$ cat config.mk
export PLATFORM = sky130hd
export DESIGN_NAME = bus_arbiter_rr4
export DESIGN_NICKNAME = d
export VERILOG_FILES = /design/src/rtl/bus_arbiter_rr4.sv
export SDC_FILE = /design/constraint.sdc
export NUM_CORES = 1
export LEC_CHECK = 0
export ABC_CLOCK_PERIOD_IN_PS = 5460
export BUFFER_PORTS_ARGS = -buffer_cell sky130_fd_sc_hd__buf_2
export CAP_MARGIN = 15
export CELL_PAD_IN_SITES_DETAIL_PLACEMENT = 1
export CELL_PAD_IN_SITES_GLOBAL_PLACEMENT = 2
export CORE_MARGIN = 3
export CORE_UTILIZATION = 35
export CTS_BUF_LIST = sky130_fd_sc_hd__clkbuf_4
export DETAILED_ROUTE_END_ITERATION = 12
export GPL_TIMING_DRIVEN = 0
export PLACE_DENSITY = 0.86
export SLEW_MARGIN = 10
export SYNTH_ARGS = -nofsm -noshare
export SYNTH_HDL_FRONTEND = slang
export SYNTH_SLANG_ARGS = --single-unit
$ cat constraint.sdc
create_clock -name clk -period 5.46 [get_ports clk]
set_input_delay 0.546 -clock clk [delete_from_list [all_inputs] [get_ports clk]]
set_output_delay 0.546 -clock clk [all_outputs]
set_load 0.05 [all_outputs]
$ cat src/rtl/bus_arbiter_rr4.sv
// Four-master round-robin bus arbiter. An owner keeps a registered one-hot grant
// until it drops its request or until its hold limit expires while another master waits.
module bus_arbiter_rr4 #(
    parameter int unsigned MAX_HOLD = 8
) (
    input  logic       clk,
    input  logic       reset_n,
    input  logic [3:0] req,
    output logic [3:0] grant,
    output logic [1:0] grant_id,
    output logic       bus_busy,
    output logic       preempt
);

    localparam logic [0:0] ST_IDLE  = 1'b0;
    localparam logic [0:0] ST_OWN   = 1'b1;
    localparam logic [7:0] HOLD_TOP = 8'(MAX_HOLD - 1);

    logic [0:0] state_q, state_d;
    logic [3:0] grant_q, grant_d;
    logic [1:0] last_id_q, last_id_d;
    logic [7:0] hold_cnt_q, hold_cnt_d;
    logic       preempt_q, preempt_d;

    logic [3:0] others;
    logic [1:0] win_any, win_oth;

    // Round-robin search starting just after 'from'; 'from' itself is tried last.
    function automatic logic [1:0] rr_pick(input logic [3:0] mask, input logic [1:0] from);
        logic [1:0] idx;
        logic [1:0] w;
        w = from;
        for (int d = 4; d >= 1; d--) begin
            idx = from + 2'(d);
            if (mask[idx]) w = idx;
        end
        return w;
    endfunction

    // In OWN, last_id is the owner, so masking the granted bit excludes it.
    assign others  = req & ~grant_q;
    assign win_any = rr_pick(req, last_id_q);
    assign win_oth = rr_pick(others, last_id_q);

    always_comb begin
        state_d    = state_q;
        grant_d    = grant_q;
        last_id_d  = last_id_q;
        hold_cnt_d = hold_cnt_q;
        preempt_d  = 1'b0;
        case (state_q)
            ST_IDLE: begin
                if (|req) begin
                    state_d    = ST_OWN;
                    grant_d    = 4'b0001 << win_any;
                    last_id_d  = win_any;
                    hold_cnt_d = 8'd0;
                end
            end
            default: begin
                if (!req[last_id_q]) begin
                    if (|others) begin
                        grant_d    = 4'b0001 << win_oth;
                        last_id_d  = win_oth;
                        hold_cnt_d = 8'd0;
                    end else begin
                        state_d = ST_IDLE;
                        grant_d = 4'b0000;
                    end
                end else if (hold_cnt_q == HOLD_TOP && |others) begin
                    grant_d    = 4'b0001 << win_oth;
                    last_id_d  = win_oth;
                    hold_cnt_d = 8'd0;
                    preempt_d  = 1'b1;
                end else if (hold_cnt_q != HOLD_TOP) begin
                    hold_cnt_d = hold_cnt_q + 8'd1;
                end
            end
        endcase
    end

    always_ff @(posedge clk or negedge reset_n) begin
        if (!reset_n) begin
            state_q    <= ST_IDLE;
            grant_q    <= 4'b0000;
            last_id_q  <= 2'd3;
            hold_cnt_q <= 8'd0;
            preempt_q  <= 1'b0;
        end else begin
            state_q    <= state_d;
            grant_q    <= grant_d;
            last_id_q  <= last_id_d;
            hold_cnt_q <= hold_cnt_d;
            preempt_q  <= preempt_d;
        end
    end

    assign grant    = grant_q;
    assign grant_id = last_id_q;
    assign bus_busy = (state_q == ST_OWN);
    assign preempt  = preempt_q;

endmodule

* After elaboration in Yosys (flattened, before gate mapping) *
Index checks and enable logic that the tools add are counted.

storage, ports and cells
  register bits after elaboration = 16
  input port bits = 6
  output and inout bits = 8
  word-level logic and storage cells = 72

operators by class
  add/subtract/negate cells = 4
  $lt $le $gt $ge = 4
  eq/ne operators = 5
  shift operators = 2
  multiplexer cells = 43
  bitwise operators = 2
  reductions and logical operators = 7

operator list
  kind                                                                      count
  8-bit 2-to-1 mux                                                          6
  2-bit 2-to-1 mux                                                          11
  4-bit 2-to-1 mux                                                          5
  1-bit binary-select mux with 2-bit select                                 7
  1-bit 2-to-1 mux                                                          14
  2-bit by 3-bit < comparator with 1-bit output (second input constant)     4
  8-bit by 1-bit adder with 8-bit output (second input constant)            1
  8-bit by 3-bit == test with 1-bit output (second input constant)          1
  8-bit by 3-bit inequality test with 1-bit output (second input constant)  1
  4-bit OR reduction                                                        2
  1-bit by 2-bit left shift with 4-bit output (first input constant)        2
  3-bit AND reduction                                                       2
  2-bit adder (second input constant)                                       2
  4-bit AND                                                                 1
  4-bit by 2-bit inequality test with 1-bit output (second input constant)  1
  4-bit inverter                                                            1
  3-bit by 1-bit inequality test with 1-bit output (second input constant)  1
  3-bit by 2-bit inequality test with 1-bit output (second input constant)  1
  2-bit by 1-bit adder with 2-bit output (second input constant)            1
  2-bit AND reduction                                                       1
  2-bit nonzero test                                                        1
  1-bit logical AND                                                         1

* Longest topological paths before layout *
Gate-level depths: netlist (run 1).

  depth after elaboration = 11
  mapped depth = 7
  mapped depth without buffers = 6

* Worst setup path before layout (run 1) *
Ideal clock, no wire load.

  path kind = register to register
  start point = reg grant_q[3], in the netlist grant[3]
  end point = reg grant_q[1], in the netlist grant[1]
  setup time = 126 ps
  arrival = 2067 ps
  required time = 5334 ps
  slack = 3267 ps
  cell stages (with the launch flop) = 6
  buffers on the path = 0
  period minus slack after synthesis = 2193 ps
  cell sequence = dfrtp_1 and2b_2 or4_1 a21oi_1 nor4_1 a221o_1

on the way
  cells in the longest elaborated chain, start to end = 11
  elaborated cells on any way between the ends = 20
  those cells by class = eq/ne: 1; shift: 1; mux: 13; bitwise: 2; reduce/logical: 3

ends and longest elaborated chain
  element                                      line    RTL
  start, declared                              20      logic [3:0] grant_q, grant_d;
  start signal, assigned                       91      grant_q <= grant_d;
  4-bit inverter (*)                           41      assign others = req & ~grant_q;
  4-bit AND (*)                                41
  1-bit binary-select mux with 2-bit select    35      if (mask[idx]) w = idx;
  1-bit 2-to-1 mux (implied by the code)       35
  2-bit 2-to-1 mux (3 in a row)                35
  1-bit by 2-bit left shift with 4-bit output  63, 71
  4-bit 2-to-1 mux (on tied branches)          62, 70
  4-bit 2-to-1 mux                             61      if (!req[last_id_q]) begin
  4-bit 2-to-1 mux                             51      case (state_q)

Every way passes the cells marked *; elsewhere a longest branch is shown, timed or not. The select of a mux whose other input is x is not followed.
A chain may end at the register's enable or synchronous reset.

* Final worst setup path (run 1) *
  start point = reg hold_cnt_q[5]
  end point = reg last_id_q[0], in the netlist grant_id[0]

on the way
  cells in the longest elaborated chain, start to end = 4

ends and longest elaborated chain
  element                                                            line  RTL
  start, declared                                                    22    logic [7:0] hold_cnt_q, hold_cnt_d;
  start signal, assigned                                             93    hold_cnt_q <= hold_cnt_d;
  8-bit by 3-bit == test with 1-bit output                           70    end else if (hold_cnt_q == HOLD_TOP && |others) begin
  1-bit logical AND                                                  70
  3-bit by 2-bit inequality test with 1-bit output (no source line)  --
  3-bit AND reduction (no source line)                               --
  end signal, assigned                                               92    last_id_q <= last_id_d;
  end, declared                                                      21    logic [1:0] last_id_q, last_id_d;

No other way between the ends.

==> impl_results.md, run 1 <==
- Antenna Violating Nets Remaining: 0
- Pwr dens: a little under 500 mW/mm2
- Number of synthesized flops with an enable pin: 0
- # hold bufs at CTS: 0
- Slew Limit Fails: 0
- Vias in the first global route: 1003
- Synthesized-area fraction occupied by adder cells: 0.0109
- Fillers: 393
- Drt first pass iters: 4
- Upper clock frequency limit: between 0.4 and 0.5 GHz
- First-pass GRT wire length: between 4000 and 5000 um
- Layout cells sized above 1: 0.277
- DRC: 0
- Critical path, cell by cell: or4_4 > or3_4 > a21o_1 > a21oi_4 > mux2_4
- Starting Density: 0.370
- Gr ovfl total: 0
- Htree depth: 1
- Final setup viols: 0
- Max stage delay on crit path: 0.54 ns
- Clk_skew: 0.000639 ns
- CTS buffer count: 3
- 1st-iter DRT viols: 34
- Synth async-reset ratio: 1.00
- Drt wl/cell: around 16 um
- Routed vias/inst: approximately 5.6
- Hold Path Class: primary input to async pin
- N_diodes: 0
- Worst Path Max Fanout: 7
- Vias: 1027
- # rows: 20
- RSZ-0062 raised after global routing: false
- Post-synthesis sequential area ratio: 0.351
- Cts repair resizes: 0
- Fin. Hold Viols: 0
- Capturing element type of the critical path: flip-flop
- PortBufs: 13
- Time the worst path needs with I/O delays and setup: between 2 and 2.5 ns
- Total Neg Setup Slack: 0 ns
- Layout Cells excl Fill: 185
- Max_cap viols: 0
- Dominant combinational cell family by area after synthesis: simple AND/OR/NAND/NOR gates
- Yosys cell types: between 40 and 50
- Tightest Pin Transition: 0.779 ns
- Core area: between 0.003 and 0.004 mm2
- Mapped Area: around 0.0011 mm2
- WL final: roughly 2900 um
- Leakage Power: 0.000566 uW
- Synth Area in XOR/XNOR: 0
- Compound-Gate Fraction of Synth Area: 0.232
- Slew margin rel.: 0.476
- Crit path kind: flip-flop to flip-flop
- Clock sink count: 16
- Post-synthesis cell count: ~120
- Synth Area in Simple Gates: 0.269
- DP Worst Slack: 2.98 ns
- Die W: 63.3 um
- Total GRT Usage: 0.155
- Flip-flop and latch area: 403 um2
- TritonCTS clock tree: yes
- DP Cell Count: around 180
- Worst skew pair latency: ~0.28 ns
- Final period utilization: 0.406
- Multi-input logic area: around 690 um2
- Initial antenna violation count: 0
- Hpwl dp: ~2300 um
- Crit start category: flip-flop
- Root buffer cell: clkbuf_4
- Largest net degree at the start of global routing: 17
- Most frequent cells in the layout: buf_2, dfrtp_1, nand2_1, o21ai_0, a21oi_1
- Yosys reg bits: 16
- Worst-path clk slew: roughly 0.09 ns
- Synthesis-to-finish area growth: 13.1%
- Status: complete, no violations
- Post-CTS Setup Bufs: 0
- Post-synthesis net count: around 130
- CP Data Arrival Time: about 2.4 ns
- Syn avg cell area: 9.26 um2
- Peak supply drop: about 0.21 mV
- Ys Warns: 0
- CTS Buffer Depth: 2
- Req. time, crit path: 5.68 ns
- Layout net count: between 100 and 150
- Die Y: ~63 um
- Mux contribution to synthesized area: 0.0861
- Die ar.: ~0.004 mm2
- Slowest CP cell: or4_4
- IO Count: 14
- Main synth FF type: dfrtp_1
- Worst setup margin: around 3.2 ns
- GP Congestion: between 0.8 and 0.9
power breakdown:
part	switching [uW]	internal, uW
Combinational	235	149
Clock	35.6	33.3
Sequential	31.6	151
Total	302	334
worst paths after layout:
path,start,end,slack [ns],cells after the start
setup / recovery,hold_cnt_q[5]$_DFFE_PN0P_,grant_id[0]$_DFFE_PN1P_,3.24,5
setup reg to reg,hold_cnt_q[5]$_DFFE_PN0P_,grant_id[0]$_DFFE_PN1P_,3.24,5
hold reg to reg,hold_cnt_q[0]$_DFFE_PN0P_,hold_cnt_q[0]$_DFFE_PN0P_,0.56,1
hold / removal,reset_n,hold_cnt_q[6]$_DFFE_PN0P_,0.15,1
max in group asynchronous,reset_n,grant_id[0]$_DFFE_PN1P_,5.01,1
min in group clk,hold_cnt_q[0]$_DFFE_PN0P_,hold_cnt_q[0]$_DFFE_PN0P_,0.56,1
Yosys cell counts, drive strengths merged, types with 4 or more instances:
| library cell | n | area, um2 |
|---|---|---|
| nand3 | 6 | 30.0 |
| nand2 | 10 | 37.5 |
| nor3 | 5 | 30.0 |
| nor2 | 4 | 15.0 |
| dfrtp | 14 | 350 |
| o21ai | 10 | 50.1 |
| or3 | 5 | 37.5 |
| or4 | 4 | 33.8 |
| nor2b | 4 | 30.0 |
| mux2i | 5 | 50.1 |
| a21oi | 8 | 51.3 |
| inv | 5 | 18.8 |
| nand2b | 4 | 25.0 |
critical path, delay by kind of cell, from the launching register on:
kind | cells | cell delay [ns]
flip-flops | 1 | 0.41
AND/OR/NAND/NOR | 2 | 0.91
AO/OA/AOI/OAI | 2 | 0.50
multiplexers | 1 | 0.33
metal layers:
metal	routed length [um]	up-vias	GRT usage
met4	15	0	0.0243
li1	-	505	-
met5	0	-	0
met1	1490	505	0.220
met3	84	2	0.0374
met2	1330	15	0.244
cells by family after synthesis:
family | after synthesis
and+or+nand+nor | 52
DFF | 16
buffers and inverters | 9
muxes | 8
adders and majority gates | 1
AOI/OAI and AO/OA | 38
per-stage QoR:
stage | hold WS [ns] | total power, uW | utilization | area [um2]
6_report | 0.152 | 637 | 0.419 | 1300
5_1_grt | 0.164 | 688 | 0.419 | 1300
4_1_cts | 0.161 | 642 | 0.419 | 1300
3_5_place_dp | 0.477 | 570 | 0.409 | 1270
3_3_place_gp | 0.476 | 560 | 0.409 | 1270
2_1_floorplan | 0.250 | 482 | - | 1150
final cells by class:
cell class	count	share of cell area
clock buffers	4	0.0231
plain buffers	4	0.0308
multi-input cells	99	0.529
well taps	44	0.0424
inverters	5	0.0145
repair buffers	13	0.0501
flip-flops and latches	16	0.310
flip-flops by register name, summed over array words and instances, names as in the netlist:
name        cells
grant           4
preempt         1
grant_id        2
hold_cnt_q      8
bus_busy        1
Note: power is estimated with default switching activity, not from simulation.
==> run 2: changes to the inputs <==
ABC_CLOCK_PERIOD_IN_PS = 2200   (was 5460)
clock period = 2.2 ns   (was 5.46 ns; I/O delays follow)
==> run 2 against run 1 <==
  * Clock-buffer cell count stayed put
  * Sequential power grew 150%
  * Routed wire length increased by 3.6%
  * Highest routed layer unchanged
  * Cell count is 1.6% higher
  * Total power grew to 2.6 times the previous value
  * Via count increased by 2.0%
==> impl_results.md, run 2 (synthesis results as in run 1) <==
- CP Data Arrival Time: 2.36 ns (-0.08 ns)
- Hpwl dp: 2340 um (unchanged)
- Fin. Hold Viols: 0 (unchanged)
- CP Launch Point: hold_cnt_q[5]$_DFFE_PN0P_
- CTS buffer count: 3 (unchanged)
- Clock power share: 0.105 (-0.003)
- Slowest CP cell: or4_4
- Time the worst path needs with I/O delays and setup: 2.14 ns (-0.0746 ns)
- Layout cells sized above 1: 0.313 (+0.0359)
- Worst R2R Setup Slack: 0.06 ns (-3.19 ns)
- Total Neg Setup Slack: 0 ns (unchanged)
- Slew Limit Fails: 0 (unchanged)
- Crit path kind: flip-flop to flip-flop
- DRC: 0 (unchanged)
- Vias in the first global route: 1008 (+0.50%)
- Crit path to: grant_id[0]$_DFFE_PN1P_
- Worst-path clk slew: 0.09 ns (about the same)
- Synthesis-to-finish area growth: 17.8%
- First-pass GRT wire length: 5000 um (unchanged)
- R2r startpoint: hold_cnt_q[5]$_DFFE_PN0P_
- Die ar.: 0.00400 mm2 (unchanged)
- Peak supply drop: 0.536 mV (+150%)
- WL final: 3030 um (+3.6%)
- Routed vias/inst: 5.57 (+0.42%)
- Final setup viols: 0 (unchanged)
- Slew margin rel.: 0.642 (+0.167)
- Switching fraction of total power: 0.472 (-0.00263)
- Seq pwr share: 0.280 (-0.007)
- Gr ovfl total: 0 (unchanged)
- Max_cap viols: 0 (unchanged)
- Logic gate share of total power: 0.615 (+0.011)
- Hold Path Class: primary input to async pin
- Leakage Power: 0.000592 uW (+4.5%)
- Fin area: 0.00135 mm2 (+4.1%)
- Req. time, crit path: 2.42 ns (-3.26 ns)
- 1st-iter DRT viols: 22 (-35%)
- Most common cell after layout, fill and taps aside: dfrtp_1
- Htree depth: 1 (unchanged)
- # rows: 20 (unchanged)
- Fillers: 391 (-0.51%)
- Total GRT Usage: 0.155 (-0.000376)
- Pint: 857 uW (+160%)
- Max stage delay on crit path: 0.55 ns (about the same)
- Capturing element type of the critical path: flip-flop
- N_diodes: 0 (unchanged)
- Final period utilization: 0.975 (+0.568)
- Starting Density: 0.370 (unchanged)
- Clk_skew: 0.00197 ns (+0.00133 ns)
- Drt wl/cell: 16.1 um (+2.0%)
- Critical path, cell by cell: or4_4 > or3_4 > a21o_1 > a21oi_4 > mux2_4
- Upper clock frequency limit: 0.466 GHz (+3.5%)
- Core area: 0.00310 mm2 (unchanged)
- CTS Buffer Depth: 2 (unchanged)
- GP Congestion: 0.841 (unchanged)
- Layout net count: 152 (+2.0%)
- Placed inst area: 0.00127 mm2 (unchanged)
- DP Worst Slack: -0.00789 ns (-2.99 ns)
- Final core utilization: 0.436 (+0.0173)
- Clock sink count: 16 (unchanged)
- Reg2Reg Capture Point: grant_id[0]$_DFFE_PN1P_
- IO Count: 14 (unchanged)
- Crit start category: flip-flop
- Worst Path Max Fanout: 4 (-3)
- Vias: 1048 (+2.0%)
- Worst setup margin: 0.0560 ns (-3.19 ns)
- R2R cell count: 5 (unchanged)
- Max reg flops: 8 (unchanged)
- PortBufs: 13 (unchanged)
- Initial antenna violation count: 0 (unchanged)
- Most flops, register: hold_cnt_q
- TritonCTS clock tree: yes
- Psw: 767 uW (+150%)
- Pwr dens: 1200 mW/mm2 (+150%)
- Largest net degree at the start of global routing: 17 (unchanged)
- Worst hold slack: 0.365 ns (+0.213 ns)
- Drt first pass iters: 4 (unchanged)
- Status: complete, no violations
- Die W: 63.3 um (unchanged)
- Worst skew pair latency: 0.28 ns (about the same)
- Tightest Pin Transition: 0.532 ns (-0.247 ns)
- Most frequent cells in the layout: dfrtp_1, buf_2, nand2_1, o21ai_0
- Die Y: 63.3 um (unchanged)
- Root buffer cell: clkbuf_4
- Antenna Violating Nets Remaining: 0 (unchanged)
-- run 2: area by class of cell --
cell class                      instances  area (um2)  area share
Timing Repair Buffer                   16        90.1      0.0666
Tap cell                               44        55.1      0.0407
Multi-Input combinational cell         99         713       0.527
Inverter                                5        18.8      0.0139
Sequential cell                        16         403       0.298
Clock buffer                            4        30.0      0.0222
Buffer                                  4        42.5      0.0315
-- run 2: worst min-delay path by stage --
stage | end | cells past startpoint | slack, ns | start
finish | hold_cnt_q[3]$_DFFE_PN0P_ | 2 | 0.36 | reset_n
global placement | hold_cnt_q[6]$_DFFE_PN0P_ | 1 | 0.15 | reset_n
detailed placement | hold_cnt_q[6]$_DFFE_PN0P_ | 1 | 0.15 | reset_n
CTS | hold_cnt_q[6]$_DFFE_PN0P_ | 2 | 0.37 | reset_n
floorplan | bus_busy$_DFF_PN0_ | 0 | -0.08 | reset_n
global route | hold_cnt_q[3]$_DFFE_PN0P_ | 2 | 0.37 | reset_n
-- run 2: what timing repair did --
action | in CTS | in global routing
resized for setup | 1 | 5
hold buffers | 1 | 0
endpoints found under the setup margin | 4 | 15
hold endpoints to repair | 14 | 0
setup buffers | 0 | 2
pin swaps | 1 | 1
-- run 2: power by group through the flow --
stage / Sequential, uW / Clock (uW) / Combinational, uW
final: 454 / 171 / 999
after global routing: 471 / 189 / 1100
after CTS: 457 / 178 / 958
after detailed placement: 463 / 0 / 952
after global placement: 456 / 0 / 933
after floorplan: 602 / 0 / 594
-- run 2: stage by stage --
stage,total power (uW),std cells
floorplan,1200,124
global placement,1390,181
detailed placement,1420,181
CTS,1590,186
global route,1760,188
finish,1620,188
-- run 2: routing by layer --
metal,track usage,share of wire,vias up
li1,-,-,515
met1,0.218,0.49,519
met2,0.245,0.48,12
met3,0.0374,0.025,2
met4,0.0243,0.0043,0
met5,0,0,-
-- run 2: worst max-delay path, delay by kind of cell (launching register included) --
family           cells  cell delay [ns]
multiplexers         1             0.31
AO/OA/AOI/OAI        2             0.41
flip-flops           1             0.41
AND/OR/NAND/NOR      2             0.94
==> run 3: changes to the inputs <==
CORE_UTILIZATION = 23   (was 35)
PLACE_DENSITY = 0.64   (was 0.86)
REMOVE_ABC_BUFFERS = 1   (was default)
==> run 3 against run 2 <==
  * Critical path depth is the same
  * Cell area shrank 1.1%
  * Largest power group unchanged
  * Cell count grew 10%
  * Register-to-register slack gained 0.03 ns
  * Via count grew 0.95%
  * Fmax grew 1.5%
  * Clock skew is essentially flat
  * Core utilization shrank 16 points
  * Combinational power shrank 7.0%
  * Critical endpoint unchanged
==> impl_results.md, run 3 (synthesis results as in run 1) <==
- Slowest CP cell: or4_4
- Total GRT Usage: 0.111 (-0.0438)
- Most flops, register: hold_cnt_q
- Final period utilization: 0.960 (-0.0148)
- Fin. Hold Viols: 0 (unchanged)
- Die W: 76.7 um (+21%)
- Leakage Power: 0.000557 uW (-5.9%)
- Clock sink count: 16 (unchanged)
- Clk_skew: 0.00154 ns (-0.000429 ns)
- Antenna Violating Nets Remaining: 0 (unchanged)
- Reg2Reg Capture Point: grant_id[0]$_DFFE_PN1P_
- Layout net count: 148 (-2.6%)
- Peak supply drop: 0.316 mV (-41%)
- DP Cell Count: 200 (+10%)
- Layout cells sized above 1: 0.300 (-0.0125)
- GP Congestion: 0.837 (-0.45%)
- Die ar.: 0.00588 mm2 (+47%)
- Slew margin rel.: 0.680 (+0.0381)
- Drt first pass iters: 4 (unchanged)
- Die Y: 76.7 um (+21%)
- Crit start category: flip-flop
- CTS buffer count: 3 (unchanged)
- Tightest Pin Transition: 0.477 ns (-0.0553 ns)
- Worst-path clk slew: 0.10 ns (about the same)
- Critical path, cell by cell: or4_4 > or3_4 > a21o_1 > a21oi_4 > mux2_4
- R2r startpoint: hold_cnt_q[4]$_DFFE_PN0P_
- Final setup viols: 0 (unchanged)
- Routed vias/inst: 5.11 (-8.3%)
- WL final: 3210 um (+6.0%)
- Max reg flops: 8 (unchanged)
- CP Data Arrival Time: 2.34 ns (-0.02 ns)
- Hold Path Class: primary input to async pin
- Layout Cells excl Fill: 207 (+10%)
- Buf/Inv on CP: 0 (unchanged)
- DRC: 0 (unchanged)
- RSZ-0062 raised after global routing: true
- Most common cell after layout, fill and taps aside: dfrtp_1
- Core area: 0.00479 mm2 (+54%)
- Drt wl/cell: 15.5 um (-3.7%)
- Worst Path Max Fanout: 5 (+1)
- Max stage delay on crit path: 0.54 ns (about the same)
- CTS Buffer Depth: 2 (unchanged)
- Largest net degree at the start of global routing: 17 (unchanged)
- Gr ovfl total: 0 (unchanged)
- Req. time, crit path: 2.43 ns (about the same)
- # rows: 25 (+25%)
- Initial antenna violation count: 0 (unchanged)
- Hpwl dp: 2450 um (+4.7%)
- Status: complete, no violations
- PortBufs: 13 (unchanged)
- N_diodes: 0 (unchanged)
- CP Launch Point: hold_cnt_q[4]$_DFFE_PN0P_
- Most frequent cells in the layout: dfrtp_1, buf_2, nand2_1, o21ai_0
- Htree depth: 1 (unchanged)
- Worst R2R Setup Slack: 0.09 ns (+0.03 ns)
- Time the worst path needs with I/O delays and setup: 2.11 ns (-0.0325 ns)
- 1st-iter DRT viols: 55 (+150%)
- Final core utilization: 0.279 (-0.156)
- R2R cell count: 5 (unchanged)
- Upper clock frequency limit: 0.474 GHz (+1.5%)
- Vias: 1058 (+0.95%)
- Slew Limit Fails: 0 (unchanged)
- Max_cap viols: 0 (unchanged)
- Pwr dens: 1200 mW/mm2 (-0.34%)
- Root buffer cell: clkbuf_4
- First-pass GRT wire length: 5400 um (+8.1%)
- Crit path kind: flip-flop to flip-flop
- Synthesis-to-finish area growth: 16.4%
- Vias in the first global route: 1123 (+11%)
- Worst skew pair latency: 0.29 ns (about the same)
- IO Count: 14 (unchanged)
- Delay-heaviest family, CP: simple AND/OR/NAND/NOR gates
- Starting Density: 0.240 (-0.130)
- Capturing element type of the critical path: flip-flop
- TritonCTS clock tree: yes
run 3: final cells by class:
type	instances	area [um2]
clock buffer	4	30.0
fill	580	3450
inverter	5	18.8
multi-input combinational	99	708
sequential	16	407
tap	67	83.8
timing repair buffer	16	90.1
run 3: per-stage QoR:
stage / setup slack [ns] / power [uW] / hold WS (ns) / TNS, ns / area [um2]
final: 0.0885 / 1600 / 0.359 / 0 / 1340
after global routing: -0.0204 / 1720 / 0.397 / -0.0826 / 1340
after CTS: 0.0132 / 1580 / 0.366 / 0 / 1310
after detailed placement: -0.0617 / 1370 / 0.163 / -0.135 / 1260
after global placement: 0.0146 / 1350 / 0.151 / 0 / 1260
after floorplan: 0.00675 / 1150 / -0.0756 / 0 / 1110
run 3: worst max-delay path by stage:
| stage | cells past startpoint | endpoint |
|---|---|---|
| floorplan | 5 | grant[1]$_DFFE_PN0P_ |
| global placement | 5 | grant_id[0]$_DFFE_PN1P_ |
| detailed placement | 5 | grant[3]$_DFFE_PN0P_ |
| finish | 5 | grant_id[0]$_DFFE_PN1P_ |
| global route | 5 | hold_cnt_q[0]$_DFFE_PN0P_ |
| CTS | 5 | hold_cnt_q[3]$_DFFE_PN0P_ |
run 3: routing by layer:
metal | part of all wire | vias to the layer above | global-route usage
met5 | 0 | - | 0
met2 | 0.48 | 26 | 0.186
met3 | 0.037 | 7 | 0.0235
met4 | 0.017 | 0 | 0.0399
met1 | 0.47 | 519 | 0.140
li1 | - | 506 | -
run 3: power by group:
group | total (uW) | internal [uW] | switching, uW
combinational | 929 | 360 | 569
clock | 182 | 82.9 | 98.8
sequential | 491 | 383 | 107
total | 1600 | 827 | 775
run 3: repair_timing:
| action | in CTS | in global routing |
|---|---|---|
| resized for setup | 2 | 4 |
| setup buffers | 1 | 1 |
| setup endpoints to repair | 11 | 6 |
| hold buffers | 1 | 0 |
| pin swaps | 1 | 0 |
| hold endpoints to repair | 14 | 0 |
